[src/rtl/mdu_divider_pkg.sv]
// Shared M-unit types: operation selects, divider FSM states and default operand width.
package mdu_divider_pkg;

   localparam int unsigned MDU_XLEN = 32;

   // Matches funct3[1:0]; the multiplier's mulsel encoding uses the same field.
   typedef enum logic [1:0] {
      DIV  = 2'b00,
      DIVU = 2'b01,
      REM  = 2'b10,
      REMU = 2'b11
   } divsel_e;

   typedef enum logic [1:0] {
      IDLE = 2'b00,
      CALC = 2'b01,
      FIN  = 2'b10
   } div_state_e;

endpackage

[src/rtl/mdu_divider_if.sv]
// Start/done handshake and operand/result bus between the execute stage and the divider.
interface mdu_divider_if #(
   parameter int unsigned XLEN = mdu_divider_pkg::MDU_XLEN
);

   logic            start_i;
   logic [XLEN-1:0] a_i;
   logic [XLEN-1:0] b_i;
   logic [1:0]      divsel_i;
   logic            busy_o;
   logic            done_o;
   logic [XLEN-1:0] res_o;

   modport master (
      output start_i, a_i, b_i, divsel_i,
      input  busy_o, done_o, res_o
   );

   modport slave (
      input  start_i, a_i, b_i, divsel_i,
      output busy_o, done_o, res_o
   );

endinterface

[src/rtl/mdu_divider_step.sv]
// One radix-2 restoring step: shift {rem,quo} left, trial-subtract divisor, keep or restore.
module mdu_div_step #(
   parameter int unsigned XLEN = 32
) (
   input  logic [XLEN-1:0] i_rem,
   input  logic [XLEN-1:0] i_quo,
   input  logic [XLEN:0]   i_div,
   output logic [XLEN-1:0] o_rem,
   output logic [XLEN-1:0] o_quo
);

   logic [XLEN:0]   w_shift;
   logic [XLEN-1:0] w_diff;
   logic            w_fits;

   assign w_shift = {i_rem, i_quo[XLEN-1]};
   assign w_fits  = (w_shift >= i_div);
   // A kept difference is below the divisor, so it always fits in XLEN bits.
   assign w_diff  = XLEN'(w_shift - i_div);
   assign o_rem   = w_fits ? w_diff : w_shift[XLEN-1:0];
   assign o_quo   = {i_quo[XLEN-2:0], w_fits};

endmodule

[src/rtl/mdu_divider.sv]
// Iterative RV32M divider (DIV/DIVU/REM/REMU), XLEN steps per operation.
// MDU_DIV_FAST_SPECIAL_EN: divide-by-zero and INT_MIN/-1 skip the iterations.
module mdu_divider
   import mdu_divider_pkg::*;
#(
   parameter int unsigned XLEN = MDU_XLEN
) (
   input logic          clk_i,
   input logic          rst_i,
   mdu_divider_if.slave bus
);

   localparam int unsigned CntW = $clog2(XLEN + 1);
   localparam logic [XLEN-1:0] IntMin = {1'b1, {(XLEN-1){1'b0}}};

   div_state_e      r_state;
   divsel_e         r_sel;
   logic [CntW-1:0] r_count;
   logic [XLEN-1:0] r_rem;
   logic [XLEN-1:0] r_quo;
   logic [XLEN:0]   r_div;
   logic [XLEN-1:0] r_a;
   logic [XLEN-1:0] r_res;
   logic            r_neg_q;
   logic            r_neg_r;
   logic            r_bzero;
   logic            r_ovf;
   logic            r_busy;
   logic            r_done;

   divsel_e         w_sel;
   logic            w_signed;
   logic            w_a_neg;
   logic            w_b_neg;
   logic [XLEN-1:0] w_a_abs;
   logic [XLEN-1:0] w_b_abs;
   logic            w_bzero;
   logic            w_ovf;
   logic [XLEN-1:0] w_rem_nxt;
   logic [XLEN-1:0] w_quo_nxt;
   logic            w_is_rem;
   logic [XLEN-1:0] w_quo_fix;
   logic [XLEN-1:0] w_rem_fix;
   logic [XLEN-1:0] w_result;

   assign w_sel    = divsel_e'(bus.divsel_i);
   assign w_signed = ~bus.divsel_i[0];
   assign w_a_neg  = w_signed & bus.a_i[XLEN-1];
   assign w_b_neg  = w_signed & bus.b_i[XLEN-1];
   // Magnitude of INT_MIN is exact as an unsigned XLEN value.
   assign w_a_abs  = w_a_neg ? -bus.a_i : bus.a_i;
   assign w_b_abs  = w_b_neg ? -bus.b_i : bus.b_i;
   assign w_bzero  = (bus.b_i == '0);
   assign w_ovf    = w_signed && (bus.a_i == IntMin) && (bus.b_i == '1);

   mdu_div_step #(
      .XLEN (XLEN)
   ) u_step (
      .i_rem (r_rem),
      .i_quo (r_quo),
      .i_div (r_div),
      .o_rem (w_rem_nxt),
      .o_quo (w_quo_nxt)
   );

   always_comb begin
      w_is_rem  = r_sel inside {REM, REMU};
      w_quo_fix = r_neg_q ? -r_quo : r_quo;
      w_rem_fix = r_neg_r ? -r_rem : r_rem;
      if (r_bzero) begin
         w_result = w_is_rem ? r_a : '1;
      end else if (r_ovf) begin
         w_result = w_is_rem ? '0 : IntMin;
      end else begin
         w_result = w_is_rem ? w_rem_fix : w_quo_fix;
      end
   end

   always_ff @(posedge clk_i or posedge rst_i) begin
      if (rst_i) begin
         r_state <= IDLE;
         r_sel   <= DIV;
         r_count <= '0;
         r_rem   <= '0;
         r_quo   <= '0;
         r_div   <= '0;
         r_a     <= '0;
         r_res   <= '0;
         r_neg_q <= 1'b0;
         r_neg_r <= 1'b0;
         r_bzero <= 1'b0;
         r_ovf   <= 1'b0;
         r_busy  <= 1'b0;
         r_done  <= 1'b0;
      end else begin
         r_done <= 1'b0;
         unique case (r_state)
            IDLE: begin
               // The done cycle is still IDLE but must not accept a new request.
               if (bus.start_i && !r_done) begin
                  r_sel   <= w_sel;
                  r_a     <= bus.a_i;
                  r_rem   <= '0;
                  r_quo   <= w_a_abs;
                  r_div   <= {1'b0, w_b_abs};
                  r_neg_q <= w_a_neg ^ w_b_neg;
                  r_neg_r <= w_a_neg;
                  r_bzero <= w_bzero;
                  r_ovf   <= w_ovf;
                  r_count <= '0;
                  r_busy  <= 1'b1;
`ifdef MDU_DIV_FAST_SPECIAL_EN
                  r_state <= (w_bzero || w_ovf) ? FIN : CALC;
`else
                  r_state <= CALC;
`endif
               end else begin
                  r_busy <= 1'b0;
               end
            end
            CALC: begin
               r_rem   <= w_rem_nxt;
               r_quo   <= w_quo_nxt;
               r_count <= r_count + 1'b1;
               if (r_count == CntW'(XLEN - 1)) begin
                  r_state <= FIN;
               end
            end
            FIN: begin
               r_res   <= w_result;
               r_done  <= 1'b1;
               r_state <= IDLE;
            end
            default: r_state <= IDLE;
         endcase
      end
   end

   assign bus.busy_o = r_busy;
   assign bus.done_o = r_done;
   assign bus.res_o  = r_res;

endmodule

[src/flat_wrapper.sv]
// flat-port wrapper written by rule: the top's interface ports become plain ports
module mdu_divider_flat import mdu_divider_pkg::*;
#(
   parameter int unsigned XLEN = MDU_XLEN
)
  (clk_i, rst_i, bus_start_i, bus_a_i, bus_b_i, bus_divsel_i, bus_busy_o, bus_done_o, bus_res_o);
  mdu_divider_if #(.XLEN(XLEN)) bus_i ();
  input logic clk_i;
  input logic rst_i;
  input wire logic [$bits(bus_i.start_i)-1:0] bus_start_i;
  input wire logic [$bits(bus_i.a_i)-1:0] bus_a_i;
  input wire logic [$bits(bus_i.b_i)-1:0] bus_b_i;
  input wire logic [$bits(bus_i.divsel_i)-1:0] bus_divsel_i;
  output wire logic [$bits(bus_i.busy_o)-1:0] bus_busy_o;
  output wire logic [$bits(bus_i.done_o)-1:0] bus_done_o;
  output wire logic [$bits(bus_i.res_o)-1:0] bus_res_o;
  assign bus_i.start_i = bus_start_i;
  assign bus_i.a_i = bus_a_i;
  assign bus_i.b_i = bus_b_i;
  assign bus_i.divsel_i = bus_divsel_i;
  assign bus_busy_o = bus_i.busy_o;
  assign bus_done_o = bus_i.done_o;
  assign bus_res_o = bus_i.res_o;
  mdu_divider #(.XLEN(XLEN)) u_core (.clk_i(clk_i), .rst_i(rst_i), .bus(bus_i));
endmodule
[config.mk]
export PLATFORM = sky130hd
export DESIGN_NAME = mdu_divider_flat
export DESIGN_NICKNAME = d
export VERILOG_FILES = /design/src/rtl/mdu_divider_pkg.sv /design/src/rtl/mdu_divider_if.sv /design/src/rtl/mdu_divider_step.sv /design/src/rtl/mdu_divider.sv /design/src/flat_wrapper.sv
export SDC_FILE = /design/constraint.sdc
export NUM_CORES = 1
export LEC_CHECK = 0
export CORE_ASPECT_RATIO = 0.5
export CORE_UTILIZATION = 40
export CTS_CLUSTER_DIAMETER = 120
export DETAILED_ROUTE_END_ITERATION = 8
export SLEW_MARGIN = 10
export SYNTH_ARGS = -nofsm -noshare
export SYNTH_HDL_FRONTEND = slang
export SYNTH_SLANG_ARGS = --single-unit
[constraint.sdc]
create_clock -name clk_i -period 8 [get_ports clk_i]
set_clock_uncertainty 0.15 [all_clocks]
set_input_delay 1.6 -clock clk_i [delete_from_list [all_inputs] [get_ports clk_i]]
set_output_delay 1.6 -clock clk_i [all_outputs]
set_load 0.02 [all_outputs]
# Yosys cells after proc, flatten, opt, wreduce, memory -nomap -nowiden
# Cells that the tools add are included.
totals:
  ff_bits: 176
op_classes:
  n_eq_ne: 9
  n_bitwise: 4
  n_reduce_logical: 11
  n_addsub: 6
  mux: 21
  magnitude_cmp: 1
ops:
  columns: ["op", "n"]
  rows:
  - ["$mux 32", 12]
  - ["$neg 32->32", 4]
  - ["$pmux 32 s2", 2]
  - ["$eq 32x32->1 const B", 2]
  - ["$ge 33x32->1", 1]
  - ["$logic_not 32->1", 1]
  - ["$sub 32x32->32", 1]
  - ["$pmux 6 s2", 1]
  - ["$add 6x1->6 const B", 1]
  - ["$eq 2x2->1 const B", 3]
  - ["$eq 6x5->1 const B", 1]
  - ["$mux 6", 1]
  - ["$reduce_and 2->1", 3]
  - ["$mux 2", 2]
  - ["$ne 2x1->1 const B", 2]
  - ["$pmux 2 s2", 1]
  - ["$reduce_bool 2->1", 2]
  - ["$logic_and 1x1->1", 3]
  - ["$and 1x1->1", 2]
  - ["$eq 2x1->1 const B", 1]
  - ["$logic_not 2->1", 1]
  - ["$mux 1", 2]
  - ["$logic_not 1->1", 1]
  - ["$not 1->1", 1]
  - ["$xor 1x1->1", 1]

# Logic depth before layout (Yosys ltp)
# Gate-level depths: netlist (run 1).
depth:
  ltp_word: 5
  mapped_depth: 14
  depth_no_buf: 13

# Modules after synthesis
# From an unflattened synthesis (run 1), not the netlist that was laid out.
unflattened:
  cells_unflattened: 1573
  area_unflattened_um2: 13037.5
modules_own_cells:
  columns: ["module", "n_inst", "cells_per_inst", "area_each_um2"]
  rows:
  - ["mdu_divider", 1, 1200, 10207.3]
  - ["mdu_div_step", 1, 373, 2830.2]

# Least setup slack after synthesis (run 1)
# No wires, ideal clock.
synth_timing:
  path_kind: "input to register"
  start: "input port bus_a_i[8]"
  end: "register u_core.r_quo[27]"
  arrival_time_ns: 3.840
  n_path_buf: 0
  path_stages: 8
  slack_ns: 3.876
  cell_sequence: "or4_1 > or3_1 > or4_4 > nor4_2 > nand2_1 > o31ai_1 > xor2_1 > o21ai_0"
synth_via:
  elab_chain_cells: 4
synth_rtl:
  columns: ["element", "line_no", "text"]
  rows:
  - ["from (decl)", "flat_wrapper.sv:11", "input wire logic [$bits(bus_i.a_i)-1:0] bus_a_i;"]
  - ["$neg 32->32", "mdu_divider.sv:51", "assign w_a_abs = w_a_neg ? -bus.a_i : bus.a_i;"]
  - ["$mux 32", "mdu_divider.sv:51", null]
  - ["$mux 32", "mdu_divider.sv:100", "if (bus.start_i && !r_done) begin"]
  - ["$pmux 32 s2", "mdu_divider.sv:97", "unique case (r_state)"]
  - ["to (signal assigned)", "mdu_divider.sv:104", "r_quo <= w_a_abs;"]
  - ["to (signal assigned)", "mdu_divider.sv:123", "r_quo <= w_quo_nxt;"]
  - ["to (decl)", "mdu_divider.sv:20", "logic [XLEN-1:0] r_quo;"]
# No other way between the ends. The select of a mux whose other input is x is not followed.
# A chain may end at the register's enable or synchronous reset.

# Worst setup path after layout (run 1)
layout_timing:
  start: "input port bus_a_i[6]"
  end: "register u_core.r_quo[28]"
# Same word-level chain as after synthesis.

==> results of run 1 <==
-- power groups by stage --
stage                     sequential [mW]  clock, mW  combinational (mW)
after floorplan                      1.55          0                2.18
after global placement               1.68          0                2.90
after detailed placement             1.69          0                2.93
after CTS                            1.68      0.893                2.95
after global routing                 1.73      0.927                3.31
final                                1.69      0.882                2.97
-- metrics by stage --
| step | total power [mW] | cells | cell area [um2] |
|---|---|---|---|
| 2_1_floorplan | 3.73 | 1479 | 12000 |
| 3_3_place_gp | 4.58 | 1897 | 13300 |
| 3_5_place_dp | 4.62 | 1897 | 13300 |
| 4_1_cts | 5.52 | 1928 | 13900 |
| 5_1_grt | 5.97 | 1928 | 13900 |
| 6_report | 5.55 | 1928 | 13900 |
-- final timing paths --
kind / to / from / cells after the start
setup / recovery: u_core.r_quo[28]$_DFFE_PP0P_ / bus_a_i[6] / 10
hold / removal: u_core.r_a[27]$_DFFE_PP0P_ / u_core.r_a[27]$_DFFE_PP0P_ / 2
setup reg to reg: u_core.r_rem[24]$_DFFE_PP0P_ / u_core.r_quo[31]$_DFFE_PP0P_ / 13
hold reg to reg: u_core.r_a[27]$_DFFE_PP0P_ / u_core.r_a[27]$_DFFE_PP0P_ / 2
max in group asynchronous: u_core.r_div[22]$_DFFE_PP0P_ / rst_i / 3
min in group asynchronous: u_core.bus.res_o[17]$_DFFE_PP0P_ / rst_i / 2
-- routing by layer --
layer | vias up | part of all wire, % | GRT usage, %
met5 | - | 0 | 0
met4 | 0 | 1.9 | 6.61
met3 | 38 | 5.3 | 3.60
met2 | 321 | 45 | 37.1
met1 | 5364 | 48 | 36.5
li1 | 5338 | - | -
-- sequential cells by signal, summed over array words and instances, names as in the netlist --
name,cells
u_core.r_state,2
u_core.bus.busy_o,1
u_core.r_quo,32
u_core.r_neg_q,1
u_core.r_div,32
u_core.r_ovf,1
u_core.bus.done_o,1
u_core.r_sel,1
u_core.r_bzero,1
u_core.r_count,6
u_core.r_rem,32
u_core.r_neg_r,1
u_core.r_a,32
u_core.bus.res_o,32
-- area by class of cell --
cell class,count,area [um2],share of cell area (%)
tap,391,489,3.52
sequential,175,4380,31.5
multi-input combinational,1153,7070,50.8
timing repair buffer,117,1130,8.15
clock inverter,13,163,1.17
clock buffer,18,439,3.16
inverter,61,234,1.68
-- critical path: stages --
cell,delay [ps]
clkdlybuf4s50_1,510
or4_1,560
or3_1,400
nor4_2,280
inv_1,120
nor4_2,410
nand2_1,220
o41ai_1,360
xor2_1,170
o21ai_0,80
-- cells in the final DEF, fill, tap and decap left out, types with 38 or more instances in the layout --
cell type          n
inv_1             59
nand3_1           41
nand2_1          247
nor2_1            68
xor2_1            82
xnor2_1           63
a21oi_1           76
ha_1              38
clkdlybuf4s50_1  102
o21ai_0          205
dfrtp_1          175
-- cell families (layout without fill, tap and decap cells) --
family | count (synthesis) | in the layout | share of synthesized area, %
AOI/OAI and AO/OA | 484 | 484 | 24.7
and+or+nand+nor | 463 | 463 | 17.5
DFF | 175 | 175 | 36.5
buffers and inverters | 151 | 209 | 4.73
xor gates and xnor gates | 145 | 145 | 10.6
adders and majority gates | 39 | 39 | 4.13
muxes | 22 | 22 | 1.89
==> impl_metrics.env, run 1 <==
export IMPL_status="finished, violations left"
export IMPL_violations="DRC"
export IMPL_crit_arrival_ps=4700
export IMPL_globalRouteOverflowTotal=0
export IMPL_syn_area_um2=12000
export IMPL_rows=44
export IMPL_timing_fmax_mhz=219
export IMPL_rrSetupSlack_ps=4260
export IMPL_numCtsBuffers=17
export IMPL_antenna_cells=0
export IMPL_startpoint_type="input port"
export IMPL_yosysSeqAreaShare_pct=36.5
export IMPL_track_usage_pct=24.6
export IMPL_cts_tree="done"
export IMPL_die_w_um=247
export IMPL_clockRootBuffer="clkbuf_16"
export IMPL_hpwl_mm=27.9
export IMPL_grt_pass1_wl_mm=58.9
export IMPL_synthesis_nets=1587
export IMPL_cts_resized=0
export IMPL_initial_core_util_pct=41.1
export IMPL_synth_top_area_share_pct=36.5
export IMPL_drc_errors=8
export IMPL_yosys_cell_count_top_type="nand2_1"
export IMPL_maxCapViolations=0
export IMPL_totalWireLength_mm=37.4
export IMPL_drt_initial_drc_count=985
export IMPL_tns_ps=0
export IMPL_synth_cells=1479
export IMPL_hold_viol=0
export IMPL_ys_types=66
export IMPL_critPathMaxFanout=6
export IMPL_place_ws_ps=3010
export IMPL_slew_headroom_pct=29.5
export IMPL_synth_area_leaders="dfrtp_1, o21ai_0, nand2_1"
export IMPL_clk_latency_ps=460
export IMPL_first_pass_iters=8
export IMPL_final_antenna_net_count=0
export IMPL_p_leak_nw=5.80
export IMPL_internal_power_mw=2.99
export IMPL_grt_pass1_vias=10389
export IMPL_peakVddDrop_uv=209
export IMPL_grt_max_degree=92
export IMPL_cts_hold_buf=0
export IMPL_die_h_um=124
export IMPL_num_vias=11061
export IMPL_critPathKind="in -> reg"
export IMPL_synthToLayoutAreaGrowth_pct=15.9
export IMPL_worstSetupEndpointType="flip-flop"
export IMPL_ys_async_sr_fraction_pct=100
export IMPL_rsz0062_at_grt="false"
export IMPL_p_clk_share_pct=15.9
export IMPL_clk_path_buf_depth=2
export IMPL_drv_slew=0
export IMPL_setup_ws_ps=3440
export IMPL_combPwrFrac_pct=53.6
export IMPL_io_buffers=102
export IMPL_synth_ff_latch_count=175
export IMPL_fin_hold_ws_ps=331
export IMPL_die_area_um2=30700
export IMPL_cts_num_sinks=175
export IMPL_core_area_um2=29200
export IMPL_num_io_pins=103
export IMPL_worst_pin_slew_ps=1060
export IMPL_cp_data_required_time_ps=8150
export IMPL_finalCritPeriodShare_pct=57.0
export IMPL_hold_path_class="reg -> reg"
export IMPL_power_density_nw_per_um2=399
export IMPL_h_tree_depth=4
export IMPL_fill_cells=2873
export IMPL_synthTopCellsByCount="nand2_1, o21ai_0, dfrtp_1, clkbuf_1, xor2_1"
export IMPL_fin_crit_ps=4560
export IMPL_fin_util_pct=47.6
export IMPL_synth_edf_count=0
export IMPL_post_cts_buffers=0
export IMPL_seq_power_share_pct=30.5
export IMPL_finalNetCount=1633
export IMPL_avgSynthCellArea_um2=8.11
export IMPL_gp_congestion=0.933
export IMPL_yosysWarnings=0
export IMPL_setup_viol=0
export IMPL_antenna_found_initial=0
export IMPL_wl_per_cell_um=19.4
export IMPL_synthFlopType="dfrtp_1"
export IMPL_switching_share_pct=46.0
export IMPL_clkTransAtPathRegs_ps=70
export IMPL_post_synth_top_area_cell="dfrtp_1"
export IMPL_drive_above_1_share_pct=4.68
export IMPL_routed_via_density=5.74
export IMPL_p_sw_mw=2.55
Power figures use the tool's default switching activity.
==> run 2: changes to the inputs <==
- clock period: 8 -> 4.2 ns (I/O delays scaled with it)
==> impl_metrics.env, run 2 (synthesized netlist as in run 1, its figures left out) <==
export IMPL_rsz0062_at_grt="false"
export IMPL_final_antenna_net_count=0
export IMPL_power_density_nw_per_um2=759
export IMPL_drt_initial_drc_count=1015
export IMPL_hpwl_mm=27.9
export IMPL_num_vias=11133
export IMPL_die_area_um2=30700
export IMPL_final_cell_mix="nand2_1, o21ai_0, dfrtp_1, clkdlybuf4s50_1, xor2_1"
export IMPL_final_common_cell="nand2_1"
export IMPL_slew_headroom_pct=29.7
export IMPL_clockRootBuffer="clkbuf_16"
export IMPL_violations="DRC"
export IMPL_final_area_um2=14100
export IMPL_rows=44
export IMPL_gp_congestion=0.902
export IMPL_grt_pass1_vias=10478
export IMPL_die_w_um=247
export IMPL_status="finished, violations left"
export IMPL_wl_per_cell_um=19.3
export IMPL_fin_cells=1940
export IMPL_cts_resized=0
export IMPL_drive_above_1_share_pct=5.36
export IMPL_worstSetupEndpointType="flip-flop"
export IMPL_globalRouteOverflowTotal=0
export IMPL_dp_cells=1907
export IMPL_grt_max_degree=95
export IMPL_peakVddDrop_uv=295
export IMPL_totalWireLength_mm=37.4
export IMPL_first_pass_iters=8
export IMPL_core_area_um2=29200
export IMPL_maxCapViolations=0
export IMPL_critPathKind="reg -> reg"
export IMPL_num_io_pins=103
export IMPL_hold_path_class="reg -> reg"
export IMPL_rrSetupSlack_ps=550
export IMPL_grt_pass1_wl_mm=59.7
export IMPL_critPathMaxFanout=3
export IMPL_h_tree_depth=4
export IMPL_r2r_end="u_core.r_rem[24]$_DFFE_PP0P_"
export IMPL_antenna_found_initial=1
export IMPL_cp_startpoint="u_core.r_quo[31]$_DFFE_PP0P_"
export IMPL_clkTransAtPathRegs_ps=80
export IMPL_timing_fmax_mhz=274
export IMPL_cts_hold_buf=0
export IMPL_clk_latency_ps=450
export IMPL_setup_viol=0
export IMPL_drv_slew=0
export IMPL_fin_hold_ws_ps=328
export IMPL_numCtsBuffers=17
export IMPL_tns_ps=0
export IMPL_synthToLayoutAreaGrowth_pct=17.2
export IMPL_io_buffers=102
export IMPL_r2r_start="u_core.r_quo[31]$_DFFE_PP0P_"
export IMPL_initial_core_util_pct=41.1
export IMPL_dpl_cell_area_um2=13400
export IMPL_fin_util_pct=48.1
export IMPL_crit_arrival_ps=3790
export IMPL_cts_num_sinks=175
export IMPL_drc_errors=16
export IMPL_post_cts_buffers=0
export IMPL_die_h_um=124
export IMPL_startpoint_type="flip-flop"
export IMPL_crit_end="u_core.r_rem[24]$_DFFE_PP0P_"
export IMPL_worstRegToRegCells=13
export IMPL_cp_data_required_time_ps=4340
export IMPL_routed_via_density=5.74
export IMPL_finalCritPeriodShare_pct=86.9
export IMPL_cts_tree="done"
export IMPL_worst_pin_slew_ps=1050
export IMPL_fin_crit_ps=3650
export IMPL_hold_viol=0
export IMPL_finalNetCount=1643
export IMPL_clk_path_buf_depth=2
export IMPL_track_usage_pct=24.8
export IMPL_p_leak_nw=5.88
==> run 2: area by class of cell <==
cell class / instances / area (um2)
multi-input combinational: 1153 / 7070
timing repair buffer: 127 / 1260
antenna: 1 / 2.50
sequential: 175 / 4380
fill: 2844 / 15200
inverter: 61 / 233
clock buffer: 21 / 480
tap: 391 / 489
clock inverter: 11 / 154
==> run 2: how the worst min path moves through the flow <==
stage	start	end	slack [ps]	cells after the start
2_1_floorplan	u_core.r_count[5]$_DFFE_PP0P_	u_core.r_count[5]$_DFFE_PP0P_	290	1
3_3_place_gp	u_core.r_count[5]$_DFFE_PP0P_	u_core.r_count[5]$_DFFE_PP0P_	300	1
3_5_place_dp	u_core.r_a[3]$_DFFE_PP0P_	u_core.r_a[3]$_DFFE_PP0P_	310	2
4_1_cts	u_core.r_a[3]$_DFFE_PP0P_	u_core.r_a[3]$_DFFE_PP0P_	330	2
5_1_grt	u_core.r_div[14]$_DFFE_PP0P_	u_core.r_div[14]$_DFFE_PP0P_	340	2
6_report	u_core.bus.res_o[0]$_DFFE_PP0P_	u_core.bus.res_o[0]$_DFFE_PP0P_	330	2
==> run 2: critical path, cell delays in order, from the launching register on <==
cell and delay [ps]:
dfrtp_1 440, inv_1 120, ha_1 180, inv_1 60, fa_1 420, a211oi_1 290
o21bai_1 180, a2111oi_0 590, o31ai_1 200, a21oi_1 310, o21ai_0 170, xor2_1 170
mux2i_1 130, o21ai_0 80
==> run 2: metrics by stage <==
stage                     worst slack, ps  total power [mW]
after CTS                             551              10.6
after global routing                 81.5              11.5
after floorplan                       836              7.10
final                                 552              10.7
after detailed placement              202              8.87
after global placement                252              8.79
==> run 2: power by group <==
group / internal [mW] / switching [mW] / leakage (nW)
Sequential: 2.33 / 0.916 / 2.15
Clock: 1.00 / 0.720 / 0.306
Combinational: 2.46 / 3.24 / 3.42
Total: 5.79 / 4.88 / 5.88
==> run 2: per-layer routing <==
metal	wire length, um	track usage (%)	part of all wire, %	vias to the layer above
li1	-	-	-	5371
met1	17600	36.2	47	5359
met2	16600	37.4	44	363
met3	2550	4.98	6.8	40
met4	654	5.34	1.7	0
met5	0	0	0	-
